## config.mk

```make
export PLATFORM = sky130hd
export DESIGN_NAME = rvc_fetch_aligner
export DESIGN_NICKNAME = d
export VERILOG_FILES = /design/src/rtl/rvc_fetch_aligner.sv
export SDC_FILE = /design/constraint.sdc
export NUM_CORES = 1
export LEC_CHECK = 0
export CAP_MARGIN = 40
export CORE_MARGIN = 1.5
export CORE_UTILIZATION = 63
export CTS_BUF_LIST = sky130_fd_sc_hd__clkbuf_8
export DETAILED_ROUTE_END_ITERATION = 10
export PLACE_DENSITY = 0.93
export SLEW_MARGIN = 20
export SYNTH_ARGS = -nofsm -noshare
export SYNTH_HDL_FRONTEND = slang
export SYNTH_SLANG_ARGS = --single-unit
```

## constraint.sdc

```tcl
create_clock -name clk -period 11.12 [get_ports clk]
set_clock_uncertainty 0.05 [all_clocks]
set_input_delay 1.112 -clock clk [delete_from_list [all_inputs] [get_ports clk]]
set_output_delay 1.112 -clock clk [all_outputs]
set_load 0.02 [all_outputs]
```

## src/rtl/rvc_fetch_aligner.sv

```systemverilog
// rvc_fetch_aligner: turns a stream of aligned 32-bit memory words into
// individual RV32C instructions. Compressed (16-bit) instructions come out
// zero-extended. A 32-bit instruction may straddle two words. The upper
// halfword of the last word is kept in a one-entry buffer so that a
// following compressed instruction needs no extra memory read.
module rvc_fetch_aligner #(
  parameter logic [31:0] PROGADDR_RESET = 32'h0000_0000
) (
  input  logic        clk,
  input  logic        resetn,
  input  logic        redirect_valid,
  input  logic [31:0] redirect_pc,
  output logic        mem_valid,
  output logic [31:0] mem_addr,
  input  logic        mem_ready,
  input  logic [31:0] mem_rdata,
  output logic        out_valid,
  input  logic        out_ready,
  output logic [31:0] out_insn,
  output logic [31:0] out_pc,
  output logic        out_rvc
);

  typedef enum logic [1:0] {
    S_FETCH = 2'd0,
    S_OUT   = 2'd1,
    S_DROP  = 2'd2
  } state_t;

  state_t      state_r, state_s;
  logic [31:0] pc_r, pc_s;
  logic [15:0] buf_r, buf_s;
  logic        buf_valid_r, buf_valid_s;
  logic [31:0] buf_addr_r, buf_addr_s;
  logic        mem_valid_r, mem_valid_s;
  logic [31:0] mem_addr_r, mem_addr_s;
  logic        out_valid_r, out_valid_s;
  logic [31:0] out_insn_r, out_insn_s;
  logic [31:0] out_pc_r, out_pc_s;
  logic        out_rvc_r, out_rvc_s;

  logic        hit_s;
  logic [31:0] pc_adv_s;
  logic        hit_adv_s;

  // A halfword is a compressed instruction unless its low two bits are 11.
  function automatic logic is_rvc(input logic [15:0] half);
    return (half[1:0] != 2'b11);
  endfunction

  // Word address to read for an instruction at pc: when the buffer already
  // holds the low half of an odd-halfword instruction, read the next word,
  // otherwise read the word containing pc.
  function automatic logic [31:0] fetch_addr(input logic [31:0] pc,
                                             input logic        bv,
                                             input logic [31:0] baddr);
    logic [31:0] addr;
    if (pc[1] && bv && (baddr == pc)) begin
      addr = (pc + 32'd2) & 32'hFFFF_FFFC;
    end else begin
      addr = pc & 32'hFFFF_FFFC;
    end
    return addr;
  endfunction

  assign hit_s     = pc_r[1] && buf_valid_r && (buf_addr_r == pc_r);
  assign pc_adv_s  = pc_r + (out_rvc_r ? 32'd2 : 32'd4);
  assign hit_adv_s = pc_adv_s[1] && buf_valid_r && (buf_addr_r == pc_adv_s);

  // Next-state and next-output logic; redirect overrides every other event.
  always_comb begin
    state_s     = state_r;
    pc_s        = pc_r;
    buf_s       = buf_r;
    buf_valid_s = buf_valid_r;
    buf_addr_s  = buf_addr_r;
    mem_valid_s = mem_valid_r;
    mem_addr_s  = mem_addr_r;
    out_valid_s = out_valid_r;
    out_insn_s  = out_insn_r;
    out_pc_s    = out_pc_r;
    out_rvc_s   = out_rvc_r;

    if (redirect_valid) begin
      pc_s        = redirect_pc & 32'hFFFF_FFFE;
      buf_valid_s = 1'b0;
      out_valid_s = 1'b0;
      if ((state_r != S_OUT) && mem_valid_r && !mem_ready) begin
        // An outstanding read must finish first; its data will be dropped.
        state_s = S_DROP;
      end else begin
        state_s     = S_FETCH;
        mem_valid_s = 1'b1;
        mem_addr_s  = redirect_pc & 32'hFFFF_FFFC;
      end
    end else begin
      case (state_r)
        S_FETCH: begin
          if (!mem_valid_r) begin
            // Issue the first read after reset.
            mem_valid_s = 1'b1;
            mem_addr_s  = fetch_addr(pc_r, buf_valid_r, buf_addr_r);
          end else if (mem_ready) begin
            if (!pc_r[1]) begin
              state_s     = S_OUT;
              mem_valid_s = 1'b0;
              out_valid_s = 1'b1;
              out_pc_s    = pc_r;
              if (is_rvc(mem_rdata[15:0])) begin
                out_insn_s  = {16'h0000, mem_rdata[15:0]};
                out_rvc_s   = 1'b1;
                buf_s       = mem_rdata[31:16];
                buf_valid_s = 1'b1;
                buf_addr_s  = pc_r + 32'd2;
              end else begin
                out_insn_s  = mem_rdata;
                out_rvc_s   = 1'b0;
                buf_valid_s = 1'b0;
              end
            end else if (hit_s) begin
              // Second half of a straddling 32-bit instruction.
              state_s     = S_OUT;
              mem_valid_s = 1'b0;
              out_valid_s = 1'b1;
              out_pc_s    = pc_r;
              out_insn_s  = {mem_rdata[15:0], buf_r};
              out_rvc_s   = 1'b0;
              buf_s       = mem_rdata[31:16];
              buf_valid_s = 1'b1;
              buf_addr_s  = pc_r + 32'd4;
            end else begin
              // Odd pc without a buffered halfword: keep the upper half.
              buf_s       = mem_rdata[31:16];
              buf_valid_s = 1'b1;
              buf_addr_s  = pc_r;
              if (is_rvc(mem_rdata[31:16])) begin
                state_s     = S_OUT;
                mem_valid_s = 1'b0;
                out_valid_s = 1'b1;
                out_pc_s    = pc_r;
                out_insn_s  = {16'h0000, mem_rdata[31:16]};
                out_rvc_s   = 1'b1;
              end else begin
                mem_valid_s = 1'b1;
                mem_addr_s  = (pc_r + 32'd2) & 32'hFFFF_FFFC;
              end
            end
          end else begin
            state_s = S_FETCH;
          end
        end
        S_OUT: begin
          if (out_ready) begin
            pc_s = pc_adv_s;
            if (hit_adv_s && is_rvc(buf_r)) begin
              // Next instruction is already buffered: no memory read.
              out_valid_s = 1'b1;
              out_pc_s    = pc_adv_s;
              out_insn_s  = {16'h0000, buf_r};
              out_rvc_s   = 1'b1;
            end else begin
              state_s     = S_FETCH;
              out_valid_s = 1'b0;
              mem_valid_s = 1'b1;
              mem_addr_s  = fetch_addr(pc_adv_s, buf_valid_r, buf_addr_r);
            end
          end else begin
            state_s = S_OUT;
          end
        end
        S_DROP: begin
          if (mem_ready) begin
            state_s     = S_FETCH;
            mem_valid_s = 1'b1;
            mem_addr_s  = pc_r & 32'hFFFF_FFFC;
          end else begin
            state_s = S_DROP;
          end
        end
        default: begin
          state_s     = S_FETCH;
          mem_valid_s = 1'b0;
          out_valid_s = 1'b0;
          buf_valid_s = 1'b0;
        end
      endcase
    end
  end

  // State and registered-output update; reset abandons any read in flight.
  always_ff @(posedge clk or negedge resetn) begin
    if (!resetn) begin
      state_r     <= S_FETCH;
      pc_r        <= PROGADDR_RESET;
      buf_r       <= 16'h0000;
      buf_valid_r <= 1'b0;
      buf_addr_r  <= 32'h0000_0000;
      mem_valid_r <= 1'b0;
      mem_addr_r  <= 32'h0000_0000;
      out_valid_r <= 1'b0;
      out_insn_r  <= 32'h0000_0000;
      out_pc_r    <= 32'h0000_0000;
      out_rvc_r   <= 1'b0;
    end else begin
      state_r     <= state_s;
      pc_r        <= pc_s;
      buf_r       <= buf_s;
      buf_valid_r <= buf_valid_s;
      buf_addr_r  <= buf_addr_s;
      mem_valid_r <= mem_valid_s;
      mem_addr_r  <= mem_addr_s;
      out_valid_r <= out_valid_s;
      out_insn_r  <= out_insn_s;
      out_pc_r    <= out_pc_s;
      out_rvc_r   <= out_rvc_s;
    end
  end

  assign mem_valid = mem_valid_r;
  assign mem_addr  = mem_addr_r;
  assign out_valid = out_valid_r;
  assign out_insn  = out_insn_r;
  assign out_pc    = out_pc_r;
  assign out_rvc   = out_rvc_r;

endmodule
```

After elaboration in Yosys (flattened, before gate mapping). Cells that the tools add are included.

Register bits: 182. Output and inout bits: 99. Word-level logic and storage cells: 150.

Add/sub/neg operators: 4. Eq/ne operators: 28. Muxes and demuxes: 83. Bitwise logic cells: 1. Reductions and logical operators: 23.

Operators with widths (count): $mux W32 (33); $pmux W32 S2 (2); $pmux W32 S3 (1); $add A32 B2 Y32 const B (2); $eq A32 B32 Y1 (2); $add A32 B3 Y32 (1); $add A32 B3 Y32 const B (1); $mux W16 (2); $mux W1 (29); $ne A4 B4 Y1 const B (6); $mux W2 (10); $ne A2 B2 Y1 const B (9); $ne A3 B3 Y1 const B (5); $reduce_and A5 Y1 (2); $reduce_and A9 Y1 (1); $reduce_bool A2 Y1 (4); $logic_and A1 B1 Y1 (7); $reduce_and A7 Y1 (1); $ne A6 B6 Y1 const B (1); $pmux W1 S3 (2); $pmux W2 S3 (1); $reduce_and A3 Y1 (2); $ne A5 B5 Y1 const B (1); $ne A2 B1 Y1 const B (2); 11 further kinds (12).

Longest topological paths before layout. Gate-level depths: netlist (run 1).

Depth in word-level cells: 9. Depth in mapped cells: 17.

Worst setup path after synthesis (run 1). No wires, ideal clock.

Kind: flip-flop to flip-flop. From: reg out_rvc_r, in the netlist out_rvc. To: reg mem_addr_r[2], in the netlist mem_addr[2]. Library setup time: 0.128 ns. Arrival time: 3.959 ns. Data required time: 10.942 ns. Slack: 6.983 ns. Stages on the path, launching flop included: 15. Buffers on the path: 3. Clock period less this slack: 4.137 ns. Cells stage by stage: dfrtp_1 ha_1 fa_1 nand3_1 or4_1 buf_2 buf_2 o41ai_1 o221ai_1 or4_4 buf_6 nor2_1 mux2_2 a221oi_1 o21ai_1.

Word-level cells in the longest chain between the ends: 9.

RTL lines: start, declared (line 40) `logic out_rvc_r, out_rvc_s;`; start signal, assigned (line 215) `out_rvc_r <= out_rvc_s;`; $mux W3 (*) (line 67) `assign pc_adv_s = pc_r + (out_rvc_r ? 32'd2 : 32'd4);`; $add A32 B3 Y32 (*) (line 67); parallel branches: the longest is 7 deep, another holds $add A32 B2 Y32; end signal, assigned (line 211) `mem_addr_r <= mem_addr_s;`; end, declared (line 36) `logic [31:0] mem_addr_r, mem_addr_s;`.

Mark *: on every way between the ends. The select of a mux whose other input is x is not followed. A chain may end at the register's enable or synchronous reset.

Worst setup path after layout (run 1).
From: reg pc_r[2]. To: reg mem_addr_r[24], in the netlist mem_addr[24].

Word-level cells in the longest chain between the ends: 8.

RTL lines: start, declared (line 31) `logic [31:0] pc_r, pc_s;`; start signal, assigned (line 206) `pc_r <= pc_s;`; parallel branches: the longest is 8 deep, another holds $add A32 B3 Y32.

Parallel ways; which one is timed is not known. The select of a mux whose other input is x is not followed.

==> results of run 1 <==
worst paths after layout:
kind	start	endpoint	slack, ps
worst max-delay path	pc_r[2]	mem_addr[24]	5130
worst min-delay path	resetn	out_pc[3]	410
worst min register to register	out_pc[19]	out_pc[19]	440
max in group asynchronous	resetn	pc_r[16]	9710
worst max register to register	pc_r[2]	mem_addr[24]	5130
min in group clk	out_pc[19]	out_pc[19]	440
cells in the mapped netlist, drive strengths merged, types with 4 or more instances:
cell / n / area, um2
o31ai: 16 / 125
nor2b: 9 / 56.3
o41ai: 4 / 42.6
nand3: 41 / 205
buf: 45 / 233
and4: 12 / 105
a2111oi: 4 / 41.3
a21boi: 6 / 45.0
and2: 10 / 62.6
a21oi: 68 / 340
or4: 12 / 93.8
dfrtp: 177 / 4430
nand4: 46 / 300
nand2b: 8 / 50.1
o21ai: 108 / 541
and3: 17 / 106
mux2i: 27 / 270
nand2: 214 / 806
or2: 9 / 56.3
nand3b: 6 / 45.0
xnor2: 124 / 1090
a211oi: 7 / 57.6
inv: 23 / 86.3
xor2: 58 / 508
a21o: 7 / 52.6
nor2: 143 / 544
a31oi: 26 / 163
a22oi: 19 / 143
o221ai: 16 / 140
clkbuf: 99 / 373
or3: 15 / 93.8
ha: 9 / 113
o211ai: 10 / 75.1
o2111ai: 6 / 52.6
o2bb2ai: 5 / 43.8
a211o: 4 / 35.0
mux2: 34 / 383
nor4: 33 / 319
nor3: 47 / 260
o22ai: 19 / 119
a221oi: 5 / 43.8
layout make-up:
type                       count  area [um2]  share of cell area
timing repair buffer         198        1960               0.130
inverter                      24        90.1             0.00597
multi-input combinational   1239        7870               0.522
sequential                   177        4430               0.294
clock inverter                15         166              0.0110
tap                          270         338              0.0224
clock buffer                  17         234              0.0155
metrics by stage:
step	area (um2)	total power, mW	utilization	setup WS [ps]	cells
after floorplan	13000	2.21	-	6980	1584
after global placement	14600	2.86	0.723	5170	1903
after detailed placement	14700	2.95	0.728	5390	1907
after CTS	15100	3.41	0.748	5350	1939
after global routing	15100	3.63	0.748	5020	1940
final	15100	3.47	0.748	5130	1940
state kept, by name (all words and copies together) (netlist names), 2 cells and up:
name and count:
out_insn 32, state_r 2, buf_r 16, buf_addr_r 31, pc_r 31, mem_addr 30, out_pc 31
power by group:
part / internal (mW) / leakage (nW) / switching, mW
sequential: 0.901 / 2.12 / 0.251
clock: 0.170 / 0.196 / 0.297
combinational: 0.744 / 3.17 / 1.10
metal layers:
layer  GRT usage  wire length [um]
met2       0.706             21500
met5           0                 0
met4       0.216              2860
met1       0.595             18100
met3       0.107              5810
kinds of logic after synthesis:
group | after synthesis
other | 1
XOR/XNOR | 182
multiplexers | 61
AND/OR/NAND/NOR | 625
flip-flops | 177
adder cells (fa/ha/maj) | 10
buffers and inverters | 168
AO/OA/AOI/OAI | 358
==> flow_summary_export.csv, run 1 <==
group,metric,value,unit
worst_setup_path,crit_path_end_kind,"flip-flop",
yosys,yosys.area_share.simple,0.242,
sta,period_share,0.539,
routing,vias,13500,
final_layout,diodes,0,
clocking,cts_resized,0,
clocking,cts_hold_buf,0,
routing,routed_wirelength,48300,um
worst_setup_path,rr_worst_depth,12,
floorplan,initial_core_util,0.642,
clocking,clkLatencyLatePin,500,ps
final_layout,fillers,1468,
sta,worst_pin_slew,976,ps
floorplan,die_w,146,um
global_routing,antenna_found_initial,0,
clocking,cts_buffer_depth,2,
floorplan,io_pins,168,
clocking,clock-sinks,177,
clocking,cts-buffers-inserted,17,
routing,antenna_left,0,
routing,first_iter_violations,1732,
sta,hold_viol,0,
clocking,root_buffer,"clkbuf_8",
sta,rsz0062_at_grt,"no",
sta,finalSetupTns,0,ps
yosys,ys_warn_count,0,
yosys,yosysSeqAreaShare,0.342,
clocking,post_cts_buffers,0,
yosys,synthAdderAreaFrac,0.0102,
floorplan,die-area,21400,um2
sta,finalSetupViolations,0,
yosys,synth-seq-cells,177,
placed_design,place.gp.congestion,1.01,
yosys,synth-compound-area-share,0.178,
worst_setup_path,worst-path-buf-inv,1,
final_layout,final_common_cell,"nand2_1",
worst_setup_path,worstPathCellList,"fa_1 -> nand3_1 -> or4_1 -> nor3_2 -> o22ai_1 -> a211oi_2 -> nand2_1 -> o31ai_2 -> and2_1 -> buf_8 -> o21ai_0 -> a31o_2",
global_routing,grtUsageTotal,0.452,
yosys,avgSynthCellArea,8.19,um2
yosys,synth_top_family_by_area,"simple AND/OR/NAND/NOR gates",
floorplan,rows,52,
floorplan,die_h,146,um
yosys,synth_cell_type_count,82,
worst_setup_path,crit_type,"flip-flop to flip-flop",
routing,wl_per_cell,24.9,um
routing,vias_per_cell,6.94,
yosys,synthArstFlopShare,1.00,
sta,finalCriticalPeriod,5990,ps
yosys,syn-cell-area,12900,um2
yosys,synth_cells,1582,
yosys,synthMuxAreaShare,0.0504,
power,p_leak,5.49,nW
global_routing,grt_pass1_vias,12700,
final_layout,final_cell_mix,"nand2_1, dfrtp_1, clkdlybuf4s50_1, nor2_1, xnor2_1",
final_layout,area_growth,16.5,%
global_routing,grt_overflow,0,
sta,timing.hold.ws,414,ps
placed_design,io_buffers,163,
sta,relSlewSlack,0.344,
worst_setup_path,critPathSlowestCell,"or4_1",
worst_setup_path,cp_max_fo,17,
sta,max_freq,0.167,GHz
floorplan,core,20200,um2
yosys,synthXorXnorAreaFrac,0.123,
placed_design,dpl.hpwl,34100,um
min_path,worstHoldPathType,"primary input to asynchronous set/reset pin",
worst_setup_path,critPathRequiredTime,11470,ps
global_routing,grt_pass1_wl,74300,um
power,vdd_drop_max,0.169,mV
worst_setup_path,path_depth,12,
clocking,cts_tree,"built",
worst_setup_path,start_kind,"flip-flop",
routing,drc_errors,0,
power,p_per_area,230,nW/um2
final_layout,finalNetCount,1736,
clocking,clkSlewWorstSetupHoldPaths,110,ps
worst_setup_path,cpLargestDelayFamily,"simple AND/OR/NAND/NOR gates",
yosys,synth_edf_count,0,
clocking,h-tree-depth,4,
yosys,ys.flop_type,"dfrtp_1",
job,maxCapViolCount,0,
routing,first_pass_iters,7,
global_routing,grt_start_max_net_pins,94,
sta,slew_viol_final,0,
final_layout,drive_above_1_share,0.0886,
worst_setup_path,critical_path_arrival,6340,ps
worst_setup_path,max_stage_delay,970,ps
run_status,status,"finished, final reports clean",
(Power assumes the default switching activity.)
==> run 2, diff against run 1 <==
CORE_UTILIZATION = 53   (was 63)
PLACE_DENSITY = 0.84   (was 0.93)
clock period = 4.8 ns   (was 11.12 ns; I/O delays follow)
==> flow_summary_export.csv, run 2 (synthesis gave the netlist of run 1 again) <==
group,metric,value,unit
run_status,status,"finished, final reports clean",
global_routing,grt_pass1_wl,75300,um
worst_setup_path,rr_worst_depth,17,
worst_setup_path,crit_type,"flip-flop to flip-flop",
worst_setup_path,cpLargestDelayFamily,"simple AND/OR/NAND/NOR gates",
worst_setup_path,rr_startpoint,"out_rvc",
routing,drc_errors,0,
placed_design,place.gp.congestion,1.00,
floorplan,core,24200,um2
worst_setup_path,reg2reg_to,"mem_addr[6]",
power,seq_power_share,0.310,
routing,met1_length,20700,um
power,p_sw,3.89,mW
routing,wl_met2,21300,um
routing,antenna_left,0,
worst_setup_path,cpMostUsedCell,"buf_4",
worst_setup_path,cp_max_fo,13,
power,p_per_area,523,nW/um2
routing,vias_per_cell,6.41,
floorplan,rows,57,
routing,wl_per_cell,23.7,um
sta,finalCriticalPeriod,4630,ps
global_routing,grt_start_max_net_pins,115,
routing,first_iter_violations,1703,
job,maxCapViolCount,0,
worst_setup_path,worstPathCellList,"ha_1 -> fa_1 -> nand3_1 -> or4_1 -> buf_4 -> nor2_1 -> buf_4 -> a2111oi_1 -> nand4_1 -> or4_4 -> o31ai_2 -> buf_4 -> and2_1 -> buf_12 -> buf_12 -> nand2_1 -> o21ai_1",
power,swShare,0.469,
power,p_int,4.40,mW
routing,met3WireLength,5020,um
floorplan,die-area,25400,um2
worst_setup_path,crit_path_end_kind,"flip-flop",
power,clkPwrFrac,0.139,
min_path,hold_path_depth,3,
routing,routed_wirelength,49300,um
sta,max_freq,0.216,GHz
sta,slew_viol_final,0,
worst_setup_path,critPathRequiredTime,5170,ps
final_layout,drive_above_1_share,0.133,
routing,vias,13300,
sta,relSlewSlack,0.491,
sta,finalSetupTns,0,ps
worst_setup_path,worst-path-buf-inv,5,
floorplan,io_pins,168,
worst_setup_path,critical_path_arrival,5000,ps
floorplan,die_w,159,um
global_routing,grt_overflow,0,
placed_design,placed_area,15400,um2
worst_setup_path,r2r_setup_slack,170,ps
floorplan,initial_core_util,0.536,
final_layout,area_growth,22.5,%
global_routing,grt_pass1_vias,12700,
worst_setup_path,max_stage_delay,630,ps
final_layout,final_cell_mix,"nand2_1, dfrtp_1, clkdlybuf4s50_1, nor2_1, xnor2_1",
sta,period_share,0.964,
clocking,cts_tree,"built",
min_path,min_to,"pc_r[1]",
sta,rsz0062_at_grt,"no",
power,vdd_drop_max,0.282,mV
sta,hold_viol,0,
min_path,worstHoldPathType,"primary input to flip-flop",
global_routing,grtUsageTotal,0.388,
final_layout,finalNetCount,1823,
sta,worst_pin_slew,760,ps
floorplan,die_h,159,um
clocking,clkLatencyLatePin,500,ps
routing,dr.max_layer_used,"met5",
routing,first_pass_iters,6,
worst_setup_path,critPathSlowestCell,"or4_4",
placed_design,dpl.hpwl,35900,um
clocking,cts_buffer_depth,2,
clocking,cts-buffers-inserted,17,
clocking,root_buffer,"clkbuf_8",
power,pwr-share-comb,0.551,
power,p_leak,5.92,nW
final_layout,final_common_cell,"nand2_1",
min_path,hp-start,"redirect_valid",
final_layout,largest_reg_flops,32,
final_layout,stdcell_area,15900,um2
worst_setup_path,start_kind,"flip-flop",
sta,finalSetupViolations,0,
global_routing,antenna_found_initial,1,
clocking,clkSlewWorstSetupHoldPaths,130,ps
placed_design,io_buffers,163,
final_layout,diodes,0,
clocking,clock-sinks,177,
clocking,h-tree-depth,4,
run 2: power groups by stage:
stage | clock, mW | sequential, mW | combinational (mW)
after floorplan | 0 | 2.92 | 2.21
final | 1.15 | 2.57 | 4.57
after global routing | 1.21 | 2.64 | 4.89
after CTS | 1.16 | 2.56 | 4.51
after global placement | 0 | 2.57 | 4.39
after detailed placement | 0 | 2.59 | 4.49
run 2: worst max-delay path by stage:
stage          slack [ps]  cells after the start    start           end
2_1_floorplan         660                     14  out_rvc   mem_addr[2]
4_1_cts                80                     15  out_rvc  out_insn[21]
5_1_grt                 4                     17  out_rvc   mem_addr[6]
3_3_place_gp          110                     14  out_rvc   mem_addr[2]
6_report              170                     17  out_rvc   mem_addr[6]
3_5_place_dp          110                     16  out_rvc   mem_addr[6]
run 2: what timing repair did:
item	in CTS	in global routing
setup endpoints to repair	0	95
endpoints found under the hold margin	63	0
hold buffers	1	0
resized for setup	0	2
buffers inserted	0	0
run 2: layer usage:
metal,track usage,vias to the layer above
li1,-,5950
met1,0.543,6365
met2,0.586,858
met3,0.0753,154
met4,0.169,2
met5,0,-
run 2: area by class of cell:
type / instances / area (um2)
fill: 2037 / 8310
multi-input combinational: 1239 / 7870
sequential: 177 / 4430
timing repair buffer: 285 / 2640
tap: 324 / 405
clock buffer: 17 / 234
clock inverter: 15 / 200
inverter: 24 / 90.1
run 2: through the flow:
stage	setup slack [ps]	power [mW]	hold WS, ps	instances	utilization
2_1_floorplan	663	5.13	134	1584	-
3_3_place_gp	109	6.95	409	2046	0.637
3_5_place_dp	107	7.07	416	2047	0.637
4_1_cts	75.3	8.23	408	2080	0.656
5_1_grt	3.56	8.74	462	2081	0.656
6_report	174	8.29	432	2081	0.656
run 2: worst min-delay path, stage by stage:
cell and delay, ps:
buf_2 260, nand2_1 110, o21ai_0 80
